## src/rtl/sd_cmd_pkg.sv

```systemverilog
// Shared definitions for the SD host CMD-line physical stage.
package sd_cmd_pkg;

  localparam int CMD_BITS               = 48;
  localparam int DEFAULT_TURN_CYCLES    = 2;
  localparam int DEFAULT_TIMEOUT_CYCLES = 64;

  typedef enum logic [2:0] {
    ST_IDLE,
    ST_SEND,
    ST_TURN,
    ST_WAIT_RESP,
    ST_RECEIVE,
    ST_DONE,
    ST_RELEASE
  } state_e;

endpackage

```

## src/rtl/sd_cmd_shifter.sv

```systemverilog
// 48-bit shift register shared by command transmit and response receive.
// Parallel load has priority over shifting; shifting moves toward the MSB so
// the transmit bit leaves from bit 47 and received bits enter at bit 0.
module sd_cmd_shifter
  import sd_cmd_pkg::*;
(
  input  logic                clk,
  input  logic                rst_n,
  input  logic                load_i,
  input  logic [CMD_BITS-1:0] load_data_i,
  input  logic                shift_i,
  input  logic                ser_in_i,
  output logic                ser_out_o,
  output logic [CMD_BITS-1:0] par_o
);

  logic [CMD_BITS-1:0] shreg_q;
  logic [CMD_BITS-1:0] shreg_d;

  // Next register contents: load a command word or shift one bit in.
  always_comb begin
    shreg_d = shreg_q;
    if (load_i) begin
      shreg_d = load_data_i;
    end else if (shift_i) begin
      shreg_d = {shreg_q[CMD_BITS-2:0], ser_in_i};
    end
  end

  // Register state, cleared on reset so no stale response survives it.
  always_ff @(posedge clk or negedge rst_n) begin
    if (!rst_n) begin
      shreg_q <= '0;
    end else begin
      shreg_q <= shreg_d;
    end
  end

  assign ser_out_o = shreg_q[CMD_BITS-1];
  assign par_o     = shreg_q;

endmodule

```

## src/rtl/sd_cmd_phys.sv

```systemverilog
// CMD-line physical stage: serializes a command onto the CMD pin, waits for
// the card's start bit, deserializes the response and hands it (or a
// timeout) back to CMD control over a 4-phase strobe/ack handshake.
module sd_cmd_phys
  import sd_cmd_pkg::*;
#(
  parameter int TIMEOUT_CYCLES = DEFAULT_TIMEOUT_CYCLES,
  parameter int TURN_CYCLES    = DEFAULT_TURN_CYCLES
) (
  input  logic                iClock_host,
  input  logic                iReset_n,
  input  logic                iStrobe,
  input  logic [CMD_BITS-1:0] iCmd_data,
  input  logic                iAck,
  input  logic                iTimeout_enable,
  input  logic                iCmd_line,
  output logic                oCmd_line,
  output logic                oCmd_oe,
  output logic                oAck,
  output logic                oStrobe,
  output logic [CMD_BITS-1:0] oResponse,
  output logic                oTimeout,
  output logic                oIdle
);

  localparam int CNT_W = $clog2(CMD_BITS + 1);
  localparam int TMO_W = $clog2(TIMEOUT_CYCLES + 1);

  state_e              state_q, state_d;
  logic [CNT_W-1:0]    bit_cnt_q, bit_cnt_d;
  logic [TMO_W-1:0]    tmo_cnt_q, tmo_cnt_d;
  logic                cmd_line_q, cmd_line_d;
  logic                cmd_oe_q, cmd_oe_d;
  logic                ack_q, ack_d;
  logic                strobe_q, strobe_d;
  logic [CMD_BITS-1:0] response_q, response_d;
  logic                timeout_q, timeout_d;
  logic                idle_q, idle_d;

  logic                sh_load;
  logic                sh_shift;
  logic                sh_in;
  logic                sh_out;
  logic [CMD_BITS-1:0] sh_par;

  sd_cmd_shifter u_shifter (
    .clk         (iClock_host),
    .rst_n       (iReset_n),
    .load_i      (sh_load),
    .load_data_i (iCmd_data),
    .shift_i     (sh_shift),
    .ser_in_i    (sh_in),
    .ser_out_o   (sh_out),
    .par_o       (sh_par)
  );

  // Next-state and next-output logic; the line defaults to released/high.
  always_comb begin
    state_d    = state_q;
    bit_cnt_d  = bit_cnt_q;
    tmo_cnt_d  = tmo_cnt_q;
    cmd_line_d = 1'b1;
    cmd_oe_d   = 1'b0;
    ack_d      = 1'b0;
    strobe_d   = strobe_q;
    response_d = response_q;
    timeout_d  = timeout_q;
    sh_load    = 1'b0;
    sh_shift   = 1'b0;
    sh_in      = 1'b0;

    unique case (state_q)
      ST_IDLE: begin
        if (iStrobe) begin
          sh_load    = 1'b1;
          timeout_d  = 1'b0;
          response_d = '0;
          bit_cnt_d  = '0;
          state_d    = ST_SEND;
        end
      end
      ST_SEND: begin
        if (bit_cnt_q == CNT_W'(CMD_BITS)) begin
          // Whole word is on the wire: release the pin and tell CMD control.
          ack_d     = 1'b1;
          bit_cnt_d = '0;
          state_d   = ST_TURN;
        end else begin
          cmd_oe_d   = 1'b1;
          cmd_line_d = sh_out;
          sh_shift   = 1'b1;
          bit_cnt_d  = bit_cnt_q + CNT_W'(1);
        end
      end
      ST_TURN: begin
        // Bus turnaround: the card may glitch the line while it takes over.
        if (bit_cnt_q == CNT_W'(TURN_CYCLES - 1)) begin
          tmo_cnt_d = '0;
          state_d   = ST_WAIT_RESP;
        end else begin
          bit_cnt_d = bit_cnt_q + CNT_W'(1);
        end
      end
      ST_WAIT_RESP: begin
        if (!iCmd_line) begin
          // Start bit wins even on the cycle the window would expire.
          sh_shift  = 1'b1;
          sh_in     = 1'b0;
          bit_cnt_d = CNT_W'(1);
          state_d   = ST_RECEIVE;
        end else if (iTimeout_enable) begin
          tmo_cnt_d = tmo_cnt_q + TMO_W'(1);
          if (tmo_cnt_q + TMO_W'(1) == TMO_W'(TIMEOUT_CYCLES)) begin
            timeout_d  = 1'b1;
            strobe_d   = 1'b1;
            response_d = '0;
            state_d    = ST_DONE;
          end
        end
      end
      ST_RECEIVE: begin
        if (bit_cnt_q == CNT_W'(CMD_BITS)) begin
          response_d = sh_par;
          strobe_d   = 1'b1;
          state_d    = ST_DONE;
        end else begin
          sh_shift  = 1'b1;
          sh_in     = iCmd_line;
          bit_cnt_d = bit_cnt_q + CNT_W'(1);
        end
      end
      ST_DONE: begin
        if (iAck) begin
          strobe_d = 1'b0;
          state_d  = ST_RELEASE;
        end
      end
      ST_RELEASE: begin
        // Both handshake lines must drop so a held strobe cannot retrigger.
        if (!iStrobe && !iAck) begin
          state_d = ST_IDLE;
        end
      end
      default: begin
        state_d = ST_IDLE;
      end
    endcase

    idle_d = (state_d == ST_IDLE);
  end

  // FSM state, counters and registered outputs.
  always_ff @(posedge iClock_host or negedge iReset_n) begin
    if (!iReset_n) begin
      state_q    <= ST_IDLE;
      bit_cnt_q  <= '0;
      tmo_cnt_q  <= '0;
      cmd_line_q <= 1'b1;
      cmd_oe_q   <= 1'b0;
      ack_q      <= 1'b0;
      strobe_q   <= 1'b0;
      response_q <= '0;
      timeout_q  <= 1'b0;
      idle_q     <= 1'b1;
    end else begin
      state_q    <= state_d;
      bit_cnt_q  <= bit_cnt_d;
      tmo_cnt_q  <= tmo_cnt_d;
      cmd_line_q <= cmd_line_d;
      cmd_oe_q   <= cmd_oe_d;
      ack_q      <= ack_d;
      strobe_q   <= strobe_d;
      response_q <= response_d;
      timeout_q  <= timeout_d;
      idle_q     <= idle_d;
    end
  end

  assign oCmd_line = cmd_line_q;
  assign oCmd_oe   = cmd_oe_q;
  assign oAck      = ack_q;
  assign oStrobe   = strobe_q;
  assign oResponse = response_q;
  assign oTimeout  = timeout_q;
  assign oIdle     = idle_q;

endmodule

```

## config.mk

```make
export PLATFORM = sky130hd
export DESIGN_NAME = sd_cmd_phys
export DESIGN_NICKNAME = d
export VERILOG_FILES = /design/src/rtl/sd_cmd_pkg.sv /design/src/rtl/sd_cmd_shifter.sv /design/src/rtl/sd_cmd_phys.sv
export SDC_FILE = /design/constraint.sdc
export NUM_CORES = 1
export LEC_CHECK = 0
export CAP_MARGIN = 20
export CORE_ASPECT_RATIO = 0.7
export CORE_UTILIZATION = 50
export DETAILED_ROUTE_END_ITERATION = 16
export PLACE_DENSITY = 0.81
export SYNTH_ARGS = -nofsm -noshare
export SYNTH_HDL_FRONTEND = slang
export SYNTH_HIERARCHICAL = 1
export SYNTH_SLANG_ARGS = --single-unit
export TNS_END_PERCENT = 20
```

## constraint.sdc

```tcl
create_clock -name iClock_host -period 3.7 [get_ports iClock_host]
set_input_delay 0.74 -clock iClock_host [delete_from_list [all_inputs] [get_ports iClock_host]]
set_output_delay 0.74 -clock iClock_host [all_outputs]
set_load 0.01 [all_outputs]
```

Yosys cells after proc, flatten, opt, wreduce, memory -nomap -nowiden
Cells that the tools add are included.
{"block": "word_totals", "reg_bits": 118, "word_cells": 97, "output_inout_bits": 54}
{"block": "op_classes", "eq_ne": 19, "n_addsub": 2, "reduce_logical": 17, "muxes": 48}
{"operator": "$mux 48", "count": 7}
{"operator": "$pmux 48 s3", "count": 1}
{"operator": "$mux 6", "count": 5}
{"operator": "$pmux 6 s5", "count": 1}
{"operator": "$mux 3", "count": 9}
{"operator": "$mux 7", "count": 3}
{"operator": "$pmux 3 s7", "count": 1}
{"operator": "$ne 2x2->1 const B", "count": 10}
{"operator": "$mux 1", "count": 17}
{"operator": "$pmux 7 s2", "count": 1}
{"operator": "$reduce_and 6->1", "count": 2}
{"operator": "$reduce_and 5->1", "count": 2}
{"operator": "$eq 3x3->1 const B", "count": 3}
{"operator": "$add 7x1->7 const B", "count": 1}
{"operator": "$eq 7x7->1 const B", "count": 1}
{"operator": "$add 6x1->6 const B", "count": 1}
{"operator": "$eq 3x2->1 const B", "count": 2}
{"operator": "$eq 6x1->1 const B", "count": 1}
{"operator": "$eq 6x6->1 const B", "count": 1}
{"operator": "$logic_not 3->1", "count": 2}
{"operator": "$reduce_bool 2->1", "count": 3}
{"operator": "$reduce_bool 3->1", "count": 2}
{"operator": "$reduce_bool 5->1", "count": 1}
{"operator": "$pmux 1 s2", "count": 2}
{"operator": "6 further kinds", "count": 7}

Longest topological paths before layout
{"block": "depth", "depth_word": 7, "mapped_depth": 11, "mapped_depth_nobuf": 8}

By module
Netlist, hierarchy kept.
{"module": "sd_cmd_phys", "cells_per_inst": 256, "n_inst": 1, "seq_area_each_um2": 1754.2, "area_each_um2": 3021.6}
{"module": "sd_cmd_shifter", "cells_per_inst": 209, "n_inst": 1, "seq_area_each_um2": 1201.2, "area_each_um2": 2247.2}

Worst setup path before layout
Ideal clock, no wire load.
{"block": "synth_timing", "kind": "register to register", "startpoint": "register tmo_cnt_q[0]", "endpoint": "register response_q[10] (netlist: oResponse[10])", "path_stages_with_launch": 9, "period_less_slack_ns": 1.989, "arrival_ns": 1.868, "setup_time_ns": 0.121, "path_slack_ns": 1.711, "path_buffers": 2, "path_cell_list": "dfrtp_1 > ha_1 > xor2_1 > nand4_1 > a211oi_2 > o32ai_2 > buf_4 > buf_6 > a22o_1"}
{"block": "synth_via", "elab_chain_cells": 4}
{"element": "start, declared", "line": "sd_cmd_phys.sv:31", "rtl": "logic [TMO_W-1:0] tmo_cnt_q, tmo_cnt_d;"}
{"element": "start signal, assigned", "line": "sd_cmd_phys.sv:168", "rtl": "tmo_cnt_q <= tmo_cnt_d;"}
{"element": "$add 7x1->7", "line": "sd_cmd_phys.sv:113", "rtl": "if (tmo_cnt_q + TMO_W'(1) == TMO_W'(TIMEOUT_CYCLES)) begin"}
{"element": "$eq 7x7->1", "line": "sd_cmd_phys.sv:113"}
{"element": "$ne 2x2->1 (no source line)"}
{"element": "$reduce_and 6->1 (no source line)"}
{"element": "end signal, assigned", "line": "sd_cmd_phys.sv:173", "rtl": "response_q <= response_d;"}
{"element": "end, declared", "line": "sd_cmd_phys.sv:36", "rtl": "logic [CMD_BITS-1:0] response_q, response_d;"}
No other way between the ends.
A chain may end at the register's enable or synchronous reset.

Worst setup path in the final report
{"block": "layout_timing", "startpoint": "input port iCmd_line", "endpoint": "register response_q[44] (netlist: oResponse[44])"}
{"block": "layout_via", "elab_chain_cells": 2}
{"element": "start, declared", "line": "sd_cmd_phys.sv:16", "rtl": "input logic iCmd_line,"}
{"element": "$ne 2x2->1 (no source line)"}
{"element": "$reduce_and 6->1 (no source line)"}
No other way between the ends.

==> impl_metrics.prom <==
# TYPE chip_impl_metric gauge
chip_impl_metric{name="post-route-period-util",unit=""} 0.7164
chip_impl_metric{name="wirelength",unit="µm"} 12380
chip_impl_metric{name="pd_cells",unit="mW/mm²"} 742.9
chip_impl_metric{name="netlist_area",unit="mm²"} 0.005269
chip_impl_metric{name="synthCells",unit=""} 465
chip_impl_metric{name="worst-slew-pin-transition",unit="ns"} 0.8501
chip_impl_metric{name="hold_violations",unit=""} 0
chip_impl_metric{name="initial_core_util",unit=""} 0.5297
chip_impl_info{name="synth.most_common_cell",value="sky130_fd_sc_hd__dfrtp_1"} 1
chip_impl_metric{name="grt_max_degree",unit=""} 98
chip_impl_info{name="synth_top_family_by_area",value="compound AO/OA/AOI/OAI gates"} 1
chip_impl_info{name="grt_setup_unrepaired",value="no"} 1
chip_impl_metric{name="synth-warning-count",unit=""} 6
chip_impl_metric{name="critPathRequiredTime",unit="ns"} 4.04
chip_impl_info{name="synth_flop_cell",value="sky130_fd_sc_hd__dfrtp_1"} 1
chip_impl_metric{name="syn-num-nets",unit=""} 523
chip_impl_metric{name="initial_antenna_violation_count",unit=""} 0
chip_impl_metric{name="maxSlewViolCount",unit=""} 0
chip_impl_metric{name="boundaryPins",unit=""} 108
chip_impl_info{name="cp-endpoint",value="oResponse[44]$_DFFE_PN0P_"} 1
chip_impl_metric{name="setup-tns-final",unit="ns"} 0
chip_impl_info{name="worstSetupPathType",value="in -> reg"} 1
chip_impl_info{name="synth_common_cells",value="sky130_fd_sc_hd__dfrtp_1, sky130_fd_sc_hd__nand2_1, sky130_fd_sc_hd__a22o_1"} 1
chip_impl_info{name="crit-reg2reg-capture",value="oResponse[44]$_DFFE_PN0P_"} 1
chip_impl_metric{name="die_h",unit="µm"} 87.89
chip_impl_metric{name="synth.avg_cell_area",unit="µm²"} 11.33
chip_impl_metric{name="detailedRoute.firstPassIterationCount",unit=""} 5
chip_impl_metric{name="synth.area.mux_share",unit=""} 0.09119
chip_impl_info{name="timing.critical_path.to_type",value="flip-flop"} 1
chip_impl_info{name="synthTopCellsByArea",value="sky130_fd_sc_hd__dfrtp_1, sky130_fd_sc_hd__mux2i_1, sky130_fd_sc_hd__a22o_1, sky130_fd_sc_hd__nand2_1, sky130_fd_sc_hd__o21ai_0"} 1
chip_impl_metric{name="num_antenna_cells",unit=""} 0
chip_impl_info{name="worstReg2RegStart",value="tmo_cnt_q[0]$_DFFE_PN0P_"} 1
chip_impl_metric{name="yosys.cell_types.count",unit=""} 47
chip_impl_metric{name="num_rows",unit=""} 30
chip_impl_metric{name="global_route.overflow_total",unit=""} 0
chip_impl_metric{name="report.final.setup_viol",unit=""} 0
chip_impl_info{name="critPathLaunchType",value="primary input"} 1
chip_impl_metric{name="ir_worst_vdd",unit="µV"} 384.2
chip_impl_metric{name="final_core_utilization",unit=""} 0.6989
chip_impl_info{name="hold_path_class",value="in -> async"} 1
chip_impl_metric{name="port_buffers",unit=""} 107
chip_impl_metric{name="cp_data_arrival_time",unit="ns"} 2.99
chip_impl_metric{name="grt_pass1_wl",unit="µm"} 20220
chip_impl_metric{name="yosys.area_share.adder",unit=""} 0.009499
chip_impl_metric{name="synth_xor_area_frac",unit=""} 0.006649
chip_impl_metric{name="clk_transition_reported_paths",unit="ns"} 0.05
chip_impl_metric{name="max-clock-path-buffers",unit=""} 2
chip_impl_info{name="run_status",value="complete, no violations"} 1
chip_impl_metric{name="design_power_total",unit="µW"} 5164
chip_impl_metric{name="gp_congestion",unit=""} 0.8479
chip_impl_metric{name="slew_headroom",unit=""} 0.4333
chip_impl_metric{name="placeableCoreArea",unit="mm²"} 0.009947
chip_impl_metric{name="cts.repair.resized",unit=""} 0
chip_impl_info{name="clk_root_buffer_cell",value="sky130_fd_sc_hd__clkbuf_16"} 1
chip_impl_metric{name="finish.net_count",unit=""} 622
chip_impl_metric{name="synthesized_flop_and_latch_total",unit=""} 118
chip_impl_metric{name="insertion_delay",unit="ns"} 0.41
chip_impl_metric{name="cts.hold.buffers_added",unit=""} 0
chip_impl_metric{name="max_cap_viol_count",unit=""} 0
chip_impl_metric{name="vias",unit=""} 4051
chip_impl_metric{name="fmax",unit="GHz"} 0.3773
chip_impl_info{name="synth_top_area_cell",value="sky130_fd_sc_hd__dfrtp_1"} 1
chip_impl_metric{name="power_leakage",unit="µW"} 0.003063
chip_impl_metric{name="cts_setup_buffers",unit=""} 0
chip_impl_metric{name="timing.critical_path.fanout_max",unit=""} 30
chip_impl_metric{name="drt_first_iter_violations",unit=""} 325
chip_impl_info{name="crit_start",value="iCmd_line"} 1
chip_impl_metric{name="place.detailed.hpwl",unit="µm"} 7748
chip_impl_metric{name="layout-drive-gt1-share",unit=""} 0.08319
chip_impl_metric{name="fp.dieArea",unit="mm²"} 0.01096
chip_impl_metric{name="cts_made_buffers",unit=""} 17
chip_impl_metric{name="r2r_cells",unit=""} 7
chip_impl_metric{name="compound_gate_fraction_of_synth_area",unit=""} 0.1781
chip_impl_metric{name="grt_pass1_vias",unit=""} 3962
chip_impl_metric{name="cts-htree-levels",unit=""} 4
chip_impl_metric{name="grt_use_total",unit=""} 0.2389
chip_impl_metric{name="reg2reg_slack",unit="ns"} 1.10
chip_impl_metric{name="clock_skews",unit="ns"} 0.008898
chip_impl_metric{name="wl_per_cell",unit="µm"} 17.55
chip_impl_metric{name="synth_top_area_share",unit=""} 0.5509
chip_impl_metric{name="clock-sinks",unit=""} 118
chip_impl_metric{name="simple_gate_portion_of_the_synthesized_area",unit=""} 0.1052
chip_impl_metric{name="ant_nets",unit=""} 0
chip_impl_metric{name="drcViolationCount",unit=""} 0
chip_impl_metric{name="clock_period_minus_worst_slack",unit="ns"} 2.651
chip_impl_metric{name="postSynth.asyncResetShare",unit=""} 1.000
chip_impl_metric{name="synth_enable_flop_cells",unit=""} 0
chip_impl_metric{name="areaGrowthSynthToFinish",unit="%"} 31.94
chip_impl_metric{name="drt-vias-per-instance",unit=""} 5.746
chip_impl_metric{name="die_x",unit="µm"} 124.7
chip_impl_info{name="tritoncts_clock_tree",value="done"} 1
chip_impl_metric{name="ys_seq_area_frac",unit=""} 0.5609
==> final cells by class <==
cell class              instances  area (µm²)
well taps                     128       160.2
multi-input cells             308        2073
inverters                       6       22.52
clock inverters                13       181.4
fillers                       724        2995
flip-flops and latches        118        2955
clock buffers                  19       432.9
repair buffers                113        1126
==> per-stage QoR <==
| step | setup slack [ns] | instances | cell area, µm² | hold WS (ns) |
|---|---|---|---|---|
| finish | 1.049 | 705 | 6952 | 0.3517 |
| global route | 0.8992 | 705 | 6952 | 0.4209 |
| CTS | 1.085 | 705 | 6952 | 0.3723 |
| detailed placement | 0.6656 | 673 | 6337 | 0.4862 |
| global placement | 0.7561 | 673 | 6337 | 0.4830 |
| floorplan | 1.711 | 465 | 5269 | 0.4444 |
==> cell families after synthesis <==
kind of cell	Yosys count
muxes	48
DFF	118
buffers and inverters	39
and+or+nand+nor	115
adders and majority gates	4
xor gates and xnor gates	4
AOI/OAI and AO/OA	137
==> report_power, final <==
group	internal (µW)	total [µW]	leakage (µW)	switching, µW
clock	1120	1710	0.000297	588
sequential	1620	1950	0.00156	325
combinational	666	1500	0.00121	839
total	3410	5160	0.00306	1750
==> critical path, stage by stage <==
cell,delay [ns]
sky130_fd_sc_hd__clkdlybuf4s50_1,0.45
sky130_fd_sc_hd__and4b_1,0.36
sky130_fd_sc_hd__o32ai_4,0.77
sky130_fd_sc_hd__buf_4,0.45
sky130_fd_sc_hd__a22o_1,0.19
==> how the worst min path moves through the flow <==
stage	startpoint	endpoint	slack, ns	cells past startpoint
CTS	iReset_n	oResponse[39]$_DFFE_PN0P_	0.37	1
floorplan	iReset_n	bit_cnt_q[0]$_DFFE_PN0P_	0.44	0
detailed placement	oResponse[35]$_DFFE_PN0P_	oResponse[35]$_DFFE_PN0P_	0.49	1
finish	iReset_n	oResponse[39]$_DFFE_PN0P_	0.35	1
global placement	oResponse[27]$_DFFE_PN0P_	oResponse[27]$_DFFE_PN0P_	0.48	1
global route	iReset_n	oResponse[39]$_DFFE_PN0P_	0.42	1
==> per-layer routing <==
| metal | global-route usage | up-vias | wire length, µm |
|---|---|---|---|
| li1 | - | 1886 | - |
| met1 | 0.3345 | 2003 | 5938 |
| met2 | 0.3677 | 151 | 5660 |
| met3 | 0.06414 | 11 | 683 |
| met4 | 0.07229 | 0 | 94 |
| met5 | 0 | - | 0 |
==> sequential cells by signal, indices dropped and copies added, names as in the netlist <==
name             count
state_q              3
oAck                 1
oCmd_line            1
oTimeout             1
tmo_cnt_q            7
oResponse           48
oCmd_oe              1
oStrobe              1
oIdle                1
u_shifter/par_o     48
bit_cnt_q            6
==> cells in the final DEF, fill, tap and decap left out, types with 2 or more instances in the layout <==
| cell type | count |
|---|---|
| sky130_fd_sc_hd__o21ai_1 | 20 |
| sky130_fd_sc_hd__o21ai_0 | 42 |
| sky130_fd_sc_hd__clkbuf_16 | 17 |
| sky130_fd_sc_hd__clkbuf_1 | 2 |
| sky130_fd_sc_hd__clkinv_2 | 4 |
| sky130_fd_sc_hd__inv_1 | 5 |
| sky130_fd_sc_hd__o21bai_1 | 2 |
| sky130_fd_sc_hd__nor3_1 | 2 |
| sky130_fd_sc_hd__dfstp_2 | 2 |
| sky130_fd_sc_hd__buf_4 | 6 |
| sky130_fd_sc_hd__ha_1 | 4 |
| sky130_fd_sc_hd__mux2i_1 | 48 |
| sky130_fd_sc_hd__nor2b_1 | 7 |
| sky130_fd_sc_hd__dfrtp_1 | 116 |
| sky130_fd_sc_hd__xnor2_1 | 2 |
| sky130_fd_sc_hd__a22o_1 | 51 |
| sky130_fd_sc_hd__a211oi_1 | 3 |
| sky130_fd_sc_hd__nand2_1 | 64 |
| sky130_fd_sc_hd__and3_1 | 6 |
| sky130_fd_sc_hd__clkinvlp_4 | 2 |
| sky130_fd_sc_hd__clkdlybuf4s50_1 | 106 |
| sky130_fd_sc_hd__xor2_1 | 2 |
| sky130_fd_sc_hd__nand2b_1 | 4 |
| sky130_fd_sc_hd__nand3_1 | 6 |
| sky130_fd_sc_hd__a21oi_1 | 9 |
| sky130_fd_sc_hd__nor2_1 | 8 |
| sky130_fd_sc_hd__clkinv_4 | 2 |
| sky130_fd_sc_hd__bufinv_16 | 4 |
| sky130_fd_sc_hd__nor4_1 | 2 |
| sky130_fd_sc_hd__nand4_1 | 2 |
| sky130_fd_sc_hd__or3_1 | 2 |
| sky130_fd_sc_hd__a32o_1 | 2 |
(Power assumes the default switching activity.)
